<file path="config.mk">
export PLATFORM = sky130hd
export DESIGN_NAME = calc1_port_responder
export DESIGN_NICKNAME = d
export VERILOG_FILES = /design/src/rtl/calc1_port_responder.sv
export SDC_FILE = /design/constraint.sdc
export NUM_CORES = 1
export LEC_CHECK = 0
export CAP_MARGIN = 15
export CORE_MARGIN = 2
export CORE_UTILIZATION = 50
export CTS_CLUSTER_DIAMETER = 40
export DETAILED_ROUTE_END_ITERATION = 7
export PLACE_DENSITY = 0.72
export SLEW_MARGIN = 15
export SYNTH_ARGS = -nofsm -noshare
export SYNTH_HDL_FRONTEND = slang
export SYNTH_SLANG_ARGS = --single-unit
export TNS_END_PERCENT = 30
</file>
<file path="constraint.sdc">
create_clock -name c_clk -period 16.91 [get_ports c_clk]
set_input_delay 3.382 -clock c_clk [delete_from_list [all_inputs] [get_ports c_clk]]
set_output_delay 3.382 -clock c_clk [all_outputs]
set_load 0.005 [all_outputs]
</file>
<file path="src/rtl/calc1_port_responder.sv">
// calc1_port_responder
//   Receiving end of the calc1 request/response protocol. Four request ports
//   each run a small FSM (op1, op2, queue, execute, respond). Queued ports are
//   served round-robin by one shared, pipelined ALU. Each port gets a
//   one-cycle response code and result on its own output pair.
//
//   Ports
//     c_clk                 clock, rising edge
//     reset                 asynchronous reset, active low
//     reqN_cmd_in  [3:0]    command (0 nop, 1 add, 2 sub, 5 shl, 6 shr, others invalid)
//     reqN_data_in [W-1:0]  operand bus (op1 on the command edge, op2 on the next)
//     out_respN    [1:0]    0 none, 1 success, 2 overflow/underflow/invalid
//     out_dataN    [W-1:0]  result, zero whenever out_respN is zero
//
//   state    | meaning
//   ST_IDLE  | waiting for a non-zero command; latches cmd and op1
//   ST_OP2   | latches op2 on the next edge, cmd ignored
//   ST_QUEUE | waiting for an arbiter grant
//   ST_EXEC  | operation in the ALU pipeline
//   ST_RESP  | response driven on the port outputs for this cycle
module calc1_port_responder #(
  parameter int ALU_LAT = 3,
  parameter int DATA_W  = 32
) (
  input  logic              c_clk,
  input  logic              reset,
  input  logic [3:0]        req1_cmd_in,
  input  logic [3:0]        req2_cmd_in,
  input  logic [3:0]        req3_cmd_in,
  input  logic [3:0]        req4_cmd_in,
  input  logic [DATA_W-1:0] req1_data_in,
  input  logic [DATA_W-1:0] req2_data_in,
  input  logic [DATA_W-1:0] req3_data_in,
  input  logic [DATA_W-1:0] req4_data_in,
  output logic [1:0]        out_resp1,
  output logic [1:0]        out_resp2,
  output logic [1:0]        out_resp3,
  output logic [1:0]        out_resp4,
  output logic [DATA_W-1:0] out_data1,
  output logic [DATA_W-1:0] out_data2,
  output logic [DATA_W-1:0] out_data3,
  output logic [DATA_W-1:0] out_data4
);

  localparam int LAST = ALU_LAT - 1;

  typedef enum logic [2:0] {ST_IDLE, ST_OP2, ST_QUEUE, ST_EXEC, ST_RESP} state_t;

  logic [3:0]        cmd_in  [4];
  logic [DATA_W-1:0] data_in [4];

  assign cmd_in[0]  = req1_cmd_in;
  assign cmd_in[1]  = req2_cmd_in;
  assign cmd_in[2]  = req3_cmd_in;
  assign cmd_in[3]  = req4_cmd_in;
  assign data_in[0] = req1_data_in;
  assign data_in[1] = req2_data_in;
  assign data_in[2] = req3_data_in;
  assign data_in[3] = req4_data_in;

  state_t            state_q [4];
  state_t            state_d [4];
  logic [3:0]        cmd_q   [4];
  logic [DATA_W-1:0] op1_q   [4];
  logic [DATA_W-1:0] op2_q   [4];

  logic [1:0] rr_q;      // first port examined by the next arbitration
  logic       grant_vld;
  logic [1:0] grant_id;
  logic [1:0] arb_idx;

  logic              pipe_vld  [ALU_LAT];
  logic [1:0]        pipe_id   [ALU_LAT];
  logic [1:0]        pipe_resp [ALU_LAT];
  logic [DATA_W-1:0] pipe_data [ALU_LAT];

  logic [DATA_W-1:0] alu_a, alu_b;
  logic [DATA_W:0]   alu_sum;
  logic [1:0]        alu_resp;
  logic [DATA_W-1:0] alu_data;

  logic [3:0]        done;
  logic [1:0]        resp_q [4];
  logic [DATA_W-1:0] data_q [4];

  // Round-robin: first queued port at or after rr_q wins.
  always_comb begin
    grant_vld = 1'b0;
    grant_id  = rr_q;
    arb_idx   = rr_q;
    for (int i = 0; i < 4; i++) begin
      arb_idx = rr_q + 2'(i);
      if (!grant_vld && state_q[arb_idx] == ST_QUEUE) begin
        grant_vld = 1'b1;
        grant_id  = arb_idx;
      end
    end
  end

  always_comb begin
    alu_a    = op1_q[grant_id];
    alu_b    = op2_q[grant_id];
    alu_sum  = {1'b0, alu_a} + {1'b0, alu_b};
    alu_resp = 2'd2;
    alu_data = '0;
    case (cmd_q[grant_id])
      4'd1: if (!alu_sum[DATA_W]) begin
        alu_resp = 2'd1;
        alu_data = alu_sum[DATA_W-1:0];
      end
      4'd2: if (alu_a >= alu_b) begin
        alu_resp = 2'd1;
        alu_data = alu_a - alu_b;
      end
      4'd5: begin
        alu_resp = 2'd1;
        alu_data = alu_a << alu_b[4:0];
      end
      4'd6: begin
        alu_resp = 2'd1;
        alu_data = alu_a >> alu_b[4:0];
      end
      default: ;
    endcase
  end

  // A port's operation leaves the pipeline; it responds on the same edge.
  always_comb begin
    done = '0;
    for (int p = 0; p < 4; p++)
      done[p] = pipe_vld[LAST] && (pipe_id[LAST] == 2'(p));
  end

  always_comb begin
    for (int p = 0; p < 4; p++) begin
      state_d[p] = state_q[p];
      case (state_q[p])
        ST_IDLE:  if (cmd_in[p] != 4'd0) state_d[p] = ST_OP2;
        ST_OP2:   state_d[p] = ST_QUEUE;
        ST_QUEUE: if (grant_vld && grant_id == 2'(p)) state_d[p] = ST_EXEC;
        ST_EXEC:  if (done[p]) state_d[p] = ST_RESP;
        ST_RESP:  state_d[p] = ST_IDLE;
        default:  state_d[p] = ST_IDLE;
      endcase
    end
  end

  always_ff @(posedge c_clk or negedge reset) begin
    if (!reset) begin
      for (int p = 0; p < 4; p++) state_q[p] <= ST_IDLE;
    end else begin
      for (int p = 0; p < 4; p++) state_q[p] <= state_d[p];
    end
  end

  always_ff @(posedge c_clk or negedge reset) begin
    if (!reset) begin
      rr_q <= 2'd0;
      for (int p = 0; p < 4; p++) begin
        cmd_q[p]  <= '0;
        op1_q[p]  <= '0;
        op2_q[p]  <= '0;
        resp_q[p] <= '0;
        data_q[p] <= '0;
      end
      for (int i = 0; i < ALU_LAT; i++) begin
        pipe_vld[i]  <= 1'b0;
        pipe_id[i]   <= '0;
        pipe_resp[i] <= '0;
        pipe_data[i] <= '0;
      end
    end else begin
      if (grant_vld) rr_q <= grant_id + 2'd1;
      pipe_vld[0]  <= grant_vld;
      pipe_id[0]   <= grant_id;
      pipe_resp[0] <= alu_resp;
      pipe_data[0] <= alu_data;
      for (int i = 1; i < ALU_LAT; i++) begin
        pipe_vld[i]  <= pipe_vld[i-1];
        pipe_id[i]   <= pipe_id[i-1];
        pipe_resp[i] <= pipe_resp[i-1];
        pipe_data[i] <= pipe_data[i-1];
      end
      for (int p = 0; p < 4; p++) begin
        if (state_q[p] == ST_IDLE && cmd_in[p] != 4'd0) begin
          cmd_q[p] <= cmd_in[p];
          op1_q[p] <= data_in[p];
        end
        if (state_q[p] == ST_OP2) op2_q[p] <= data_in[p];
        resp_q[p] <= done[p] ? pipe_resp[LAST] : 2'd0;
        data_q[p] <= done[p] ? pipe_data[LAST] : '0;
      end
    end
  end

  assign out_resp1 = resp_q[0];
  assign out_resp2 = resp_q[1];
  assign out_resp3 = resp_q[2];
  assign out_resp4 = resp_q[3];
  assign out_data1 = data_q[0];
  assign out_data2 = data_q[1];
  assign out_data3 = data_q[2];
  assign out_data4 = data_q[3];

endmodule

</file>
==> key figures, run 1 <==
STA
  – Final setup violation count: 0
  – Max Freq: 126.2 MHz
  – Final Cycle Share: 0.4687
  – Worst Max-Slew Pin Slew: 1.235 ns
  – Final Hold Fails: 0
  – Worst rel slew slack: 0.1737
  – Setup_tns: 0 ns
  – Setup Skew: 0.03803 ns
  – WHS: 0.3421 ns
  – RSZ-0062 raised after global routing: false
  – Max-slew violation count: 0
  – Min cycle time layout: 7.926 ns

Min path
  – WHS Path Cells: 0
  – Hold endpoint: pipe_resp[0]$_DFF_PN0_
  – Hold Path Class: reg2reg
  – Hold Startpoint: pipe_resp[2]$_DFF_PN0_

Cells and area
  – Area growth, synth to finish: 22.76%
  – # nets final: 3056
  – Layout cells sized above 1: 0.1774
  – Filler Cell Count: 4337
  – Antenna diode count: 0

Critical path
  – Reg2reg start: state_q[11]$_DFFE_PN0P_
  – Family with the most delay on the worst path: compound AO/OA/AOI/OAI gates
  – Kind of start point of the critical path: flip-flop
  – Req. time, crit path: 17.41 ns
  – Worst r2r dst: pipe_data[75]$_DFF_PN0_
  – CP max-delay cell: mux2i_1
  – R2R Setup Slk: 8.98 ns
  – Critical path class: reg2reg
  – Worst Setup End Kind: flip-flop
  – Critical path cell sequence: or3b_1 -> nand2_1 -> nor2_1 -> o41a_4 -> inv_4 -> buf_4 -> mux2i_1 -> ha_1 -> inv_1 -> fa_1 -> nand2b_1 -> a221oi_1 -> a2111oi_0 -> nor4_1 -> buf_4 -> a31o_2 -> a41o_1 -> a31oi_2 -> buf_4 -> a22o_1 -> a21oi_1 -> and3_1 -> or3b_1
  – Worst EP arrival: 8.43 ns
  – Cell mode on critical path: buf_4
  – Max stage delay on crit path: 0.84 ns
  – Crit Path Max Fanout: 37
  – Reg2Reg Depth: 23
  – Buf+Inv Stages, Crit Path: 5

Placement
  – Port bufs: 281
  – Routability cong.: 1.039
  – Hpwl dp: 63910 microns

Logic synthesis
  – Synthesized area: 0.02720 sq mm
  – Yosys reg bits: 533
  – YS warnings: 0
  – Mean Syn Cell Area: 10.60 sq um
  – Net Count, Synth: 2782
  – Distinct cells, synth: 88
  – EDFF count, synth: 0
  – Ys async rst share: 1.000
  – Post-synth top flop: dfrtp_1
  – Gate count of the mapped netlist: 2565
  – Sequential-to-total area share from yosys stat: 0.4904

Die
  – CORE AREA: 0.05381 sq mm
  – Die area: 0.05628 sq mm
  – Starting Density: 0.5054
  – Io pins: 282
  – Core Rows: 85
  – Die extent in x: 237.2 microns
  – Die H: 237.2 microns

Routing
  – Routed wl met2: 42460 microns
  – DRT Pass-1 Iters: 7
  – Routed wl met3: 6532 microns
  – Final wirelength: 89610 microns
  – DRT antenna net count: 0
  – Drt drc: 0
  – Total number of vias: 21680
  – WL/cell: 24.94 microns
  – DR top layer: met4
  – Routed vias/inst: 6.033
  – Iter 0 DRT Violations: 1731
  – Wl on met1: 36930 microns

Clocking
  – Clk sink count: 533
  – CTS tree: yes
  – CTS buffer count: 75
  – CTS root buffer: clkbuf_16
  – Cts hold-fix bufs: 0
  – H-tree lvl count: 3
  – Count of cells resized by post-cts repair: 0
  – Clock tree buffer depth: 3
  – Post-CTS Setup Bufs: 0
  – Worst-path clk slew: 0.06 ns
  – Worst-skew pair later-pin latency: 0.63 ns

Global route
  – Grt ovf: 0
  – Initial antenna violation count: 3
  – GRT Overall Usage: 0.3190
  – Largest net degree at the start of global routing: 178
  – First-pass GRT wire length: 136800 microns
  – Vias in the first global route: 22210

Run
  – Total of max-cap violations: 0

Outcome
  – Status: finished clean
final cells by class:
class                           instances  area (sq um)  share of cell area
Clock buffer                           89          2039             0.06108
Multi-Input combinational cell       1818         12990              0.3891
Sequential cell                       533         13340              0.3995
Inverter                               69         261.5            0.007832
Tap cell                              696         870.8             0.02608
Timing Repair Buffer                  342          3321             0.09945
Clock inverter                         46         568.0             0.01701
synthesized netlist by cell type (17+ instances only):
cell	count	area share
dfrtp_1	533	0.49
nand2_1	359	0.050
mux2_2	247	0.10
mux2i_1	184	0.068
a21oi_1	140	0.026
and2_1	139	0.032
nor2_1	124	0.017
clkbuf_1	89	0.012
ha_1	69	0.032
inv_1	63	0.0087
nand3_1	49	0.0090
o21ai_0	46	0.0085
nor3_1	31	0.0057
or2_2	29	0.0067
nand2b_1	26	0.0060
o22ai_1	26	0.0060
a22oi_1	25	0.0069
xnor2_1	25	0.0081
buf_2	24	0.0044
a221oi_1	21	0.0068
o211ai_1	20	0.0055
buf_1	18	0.0025
a31oi_1	17	0.0039
stage by stage:
stage / utilization / cells / setup slack [ns] / instance area, sq um
floorplan: - / 2565 / 10.71 / 27200
global placement: 0.5713 / 3456 / 9.285 / 30740
detailed placement: 0.5715 / 3457 / 9.138 / 30750
CTS: 0.6199 / 3592 / 9.132 / 33360
global route: 0.6205 / 3593 / 8.702 / 33390
finish: 0.6205 / 3593 / 8.984 / 33390
worst max-delay path by stage:
stage,from,endpoint,slack [ns],cells after the start
after floorplan,state_q[11]$_DFFE_PN0P_,pipe_data[91]$_DFF_PN0_,10.71,24
after global placement,state_q[11]$_DFFE_PN0P_,pipe_data[75]$_DFF_PN0_,9.28,23
after detailed placement,state_q[11]$_DFFE_PN0P_,pipe_data[75]$_DFF_PN0_,9.14,23
after CTS,state_q[11]$_DFFE_PN0P_,pipe_data[75]$_DFF_PN0_,9.13,23
after global routing,state_q[11]$_DFFE_PN0P_,pipe_data[75]$_DFF_PN0_,8.70,23
final,state_q[11]$_DFFE_PN0P_,pipe_data[75]$_DFF_PN0_,8.98,23
layer usage:
layer  track usage  vias up
li1              -     9621
met2        0.5240     1001
met3       0.06306      212
met4        0.1342        0
met5             0        -
met1        0.4144    10840
placed cells by master, fill, tap and decap left out, drive strengths merged, types with 10 or more instances in the layout:
cell,n
a211oi,12
a21o,16
a21oi,142
a221oi,22
a22o,14
a22oi,25
a31oi,18
and2,140
and3,13
buf,62
clkbuf,89
clkdlybuf4s50,280
clkinv,14
clkinvlp,10
dfrtp,533
ha,69
inv,85
mux2,248
mux2i,189
nand2,362
nand2b,26
nand3,49
nand4,11
nor2,124
nor3,31
o211ai,20
o21ai,47
o21bai,13
o221ai,13
o22ai,26
o31ai,10
or2,29
xnor2,25
sequential cells by signal, summed over array words and instances (netlist names), 3 cells and up:
name / count
pipe_vld: 3
pipe_id: 6
out_data1: 32
op2_q: 128
out_data2: 32
cmd_q: 16
pipe_data: 96
state_q: 12
out_data3: 32
pipe_resp: 6
op1_q: 128
out_data4: 32
cells by family (layout without fill, tap and decap cells):
group	after synthesis	after routing	share of synthesized area
fa+ha+maj	71	71	0.03321
flops	533	533	0.4904
buf+inv	214	546	0.03519
compound gates	452	452	0.1136
mux	437	437	0.1734
simple gates	827	827	0.1443
xor+xnor	31	31	0.009983
Power of run 1 is left out: the tool's default activity adds up to more than one toggle a clock period on the data nets, which glitch-free logic cannot reach.
==> run 2, diff against run 1 <==
--- a/config.mk
+++ b/config.mk
@@ -10,7 +10,7 @@
 export CORE_UTILIZATION = 50
 export CTS_CLUSTER_DIAMETER = 40
 export DETAILED_ROUTE_END_ITERATION = 7
-export PLACE_DENSITY = 0.72
+export PLACE_DENSITY = 0.74
 export SLEW_MARGIN = 15
 export SYNTH_ARGS = -nofsm -noshare
 export SYNTH_HDL_FRONTEND = slang
==> constraint.sdc (replaced) <==
create_clock -name c_clk -period 6.8 [get_ports c_clk]
set_input_delay 1.36 -clock c_clk [delete_from_list [all_inputs] [get_ports c_clk]]
set_output_delay 1.36 -clock c_clk [all_outputs]
set_load 0.005 [all_outputs]
==> key figures, run 2 (synthesis gave the netlist of run 1 again) <==
Outcome
  – Status: finished clean (unchanged)

Min path
  – Hold Path Class: reg2reg (unchanged)
  – Hold Startpoint: pipe_data[46]$_DFF_PN0_ (was pipe_resp[2]$_DFF_PN0_)

Routing
  – WL/cell: 25.49 microns (was 24.94 microns)
  – Routed wl met3: 6023 microns (was 6532 microns)
  – Routed wl met2: 44290 microns (was 42460 microns)
  – DRT Pass-1 Iters: 8 (was 7)
  – Iter 0 DRT Violations: 1799 (was 1731)
  – Wl on met1: 38460 microns (was 36930 microns)
  – Final wirelength: 93140 microns (was 89610 microns)
  – DRT antenna net count: 0 (unchanged)
  – DR top layer: met5 (was met4)
  – Drt drc: 0 (unchanged)
  – Total number of vias: 22030 (was 21680)
  – Routed vias/inst: 6.030 (was 6.033)

Critical path
  – Critical path class: reg2reg (unchanged)
  – Worst EP arrival: 6.96 ns (was 8.43 ns)
  – Crit path launch: state_q[4]$_DFFE_PN0P_ (was state_q[11]$_DFFE_PN0P_)
  – Reg2Reg Depth: 20 (was 23)
  – End of the critical path: pipe_data[64]$_DFF_PN0_ (was pipe_data[75]$_DFF_PN0_)
  – Reg2reg start: state_q[4]$_DFFE_PN0P_ (was state_q[11]$_DFFE_PN0P_)
  – Crit Path Max Fanout: 16 (was 37)
  – Kind of start point of the critical path: flip-flop (unchanged)
  – Worst Setup End Kind: flip-flop (unchanged)
  – Req. time, crit path: 7.25 ns (was 17.41 ns)
  – Worst r2r dst: pipe_data[64]$_DFF_PN0_ (was pipe_data[75]$_DFF_PN0_)
  – R2R Setup Slk: 0.29 ns (was 8.98 ns)

Placement
  – Dpl cells: 3516 (was 3457)
  – Worst Setup Slack post-DPL: 0.2811 ns (was 9.138 ns)
  – Routability cong.: 1.010 (was 1.039)
  – Hpwl dp: 68140 microns (was 63910 microns)
  – Port bufs: 281 (unchanged)

Cells and area
  – # nets final: 3114 (was 3056)
  – Largest regs: op1_q x128, op2_q x128, pipe_data x96 (unchanged)
  – Fin cells: 3654 (was 3593)
  – Filler Cell Count: 4258 (was 4337)
  – Layout cells sized above 1: 0.1932 (was 0.1774)
  – Area of the multi-input gates: 0.01300 sq mm (was 0.01299 sq mm)
  – Most frequent cells in the layout: dfrtp_1, nand2_1, clkdlybuf4s50_1, mux2_2, mux2i_1 (unchanged)
  – FF/Latch Area: 0.01334 sq mm (unchanged)
  – Commonest non-fill, non-tap cell in the layout: dfrtp_1 (unchanged)
  – Area growth, synth to finish: 24.79% (was 22.76%)

STA
  – Max Freq: 153.6 MHz (was 126.2 MHz)
  – Setup Skew: 0.02743 ns (was 0.03803 ns)
  – RSZ-0062 raised after global routing: false (unchanged)
  – Min cycle time layout: 6.511 ns (was 7.926 ns)
  – Post-layout worst setup margin: 0.2894 ns (was 8.984 ns)
  – Final Hold Fails: 0 (unchanged)
  – Final setup violation count: 0 (unchanged)
  – Worst Max-Slew Pin Slew: 1.168 ns (was 1.235 ns)
  – Max-slew violation count: 0 (unchanged)
  – Worst rel slew slack: 0.2152 (was 0.1737)
  – Final Cycle Share: 0.9574 (was 0.4687)
  – Setup_tns: 0 ns (unchanged)

Die
  – Io pins: 282 (unchanged)
  – CORE AREA: 0.05381 sq mm (unchanged)
  – Die extent in x: 237.2 microns (unchanged)
  – Starting Density: 0.5054 (unchanged)
  – Die area: 0.05628 sq mm (unchanged)
  – Core Rows: 85 (unchanged)
  – Die H: 237.2 microns (unchanged)

Clocking
  – Cts hold-fix bufs: 0 (unchanged)
  – Clk sink count: 533 (unchanged)
  – CTS tree: yes (unchanged)
  – Worst-skew pair later-pin latency: 0.64 ns (was 0.63 ns)
  – Clock tree buffer depth: 3 (unchanged)
  – H-tree lvl count: 3 (unchanged)
  – CTS buffer count: 75 (unchanged)
  – Worst-path clk slew: 0.06 ns (about the same)
  – CTS root buffer: clkbuf_16 (unchanged)

Run
  – Total of max-cap violations: 0 (unchanged)

Global route
  – First-pass GRT wire length: 141100 microns (was 136800 microns)
  – Vias in the first global route: 22470 (was 22210)
  – Grt ovf: 0 (unchanged)
  – Initial antenna violation count: 5 (was 3)
  – Largest net degree at the start of global routing: 163 (was 178)
  – GRT Overall Usage: 0.3315 (was 0.3190)
run 2: changes by cell type in the layout (fill, tap and decap cells not counted), sizes merged:
cell      delta
diode        +2
inv          -1
buf         +58
clkbuf       +1
clkinv       +4
bufinv       +1
clkinvlp     -4
run 2: how the worst min path moves through the flow:
stage,endpoint,slack [ns],cells past startpoint
after floorplan,pipe_data[0]$_DFF_PN0_,0.33,0
after global placement,pipe_resp[3]$_DFF_PN0_,0.33,0
after detailed placement,pipe_data[22]$_DFF_PN0_,0.33,0
after CTS,pipe_data[14]$_DFF_PN0_,0.32,0
after global routing,pipe_data[14]$_DFF_PN0_,0.33,0
final,pipe_data[14]$_DFF_PN0_,0.33,0
run 2: critical path, cell delays in order, from the launching register on:
cell,delay [ns]
dfrtp_1,0.52
or3b_1,0.49
a311oi_1,0.58
a21oi_4,0.20
mux2i_1,0.19
mux2i_1,0.37
ha_1,0.30
inv_1,0.08
fa_1,0.46
nand2b_1,0.21
a221oi_1,0.28
buf_4,0.18
a2111oi_1,0.11
nor4_1,0.62
a31o_2,0.29
a41o_1,0.26
a31o_1,0.31
buf_12,0.20
nand2_1,0.14
a221oi_1,0.32
o31ai_1,0.17
run 2: area by class of cell:
type                    count  area share
clock inverters            46     0.01939
flip-flops and latches    533      0.3930
clock buffers              90     0.05873
multi-input cells        1818      0.3831
repair buffers            400      0.1123
well taps                 696     0.02566
diodes                      2   0.0001475
inverters                  69    0.007705
run 2: metrics by stage:
step,hold WS [ns],instance area [sq um],utilization
floorplan,0.3312,27200,-
global placement,0.3327,31280,0.5813
detailed placement,0.3347,31280,0.5813
CTS,0.3247,33930,0.6306
global route,0.3348,33940,0.6307
finish,0.3269,33940,0.6307
run 2: repair_timing:
| action | 4_1_cts | 5_1_grt |
|---|---|---|
| endpoints found under the setup margin | 0 | 2 |
| buffers inserted | 0 | 0 |
| gates resized for setup | 0 | 2 |
run 2: metal layers:
layer	up-vias	global-route usage
li1	9743	-
met1	11070	0.4312
met2	990	0.5447
met3	229	0.05505
met4	4	0.1549
met5	-	0
Power of run 2 is left out for the same reason.
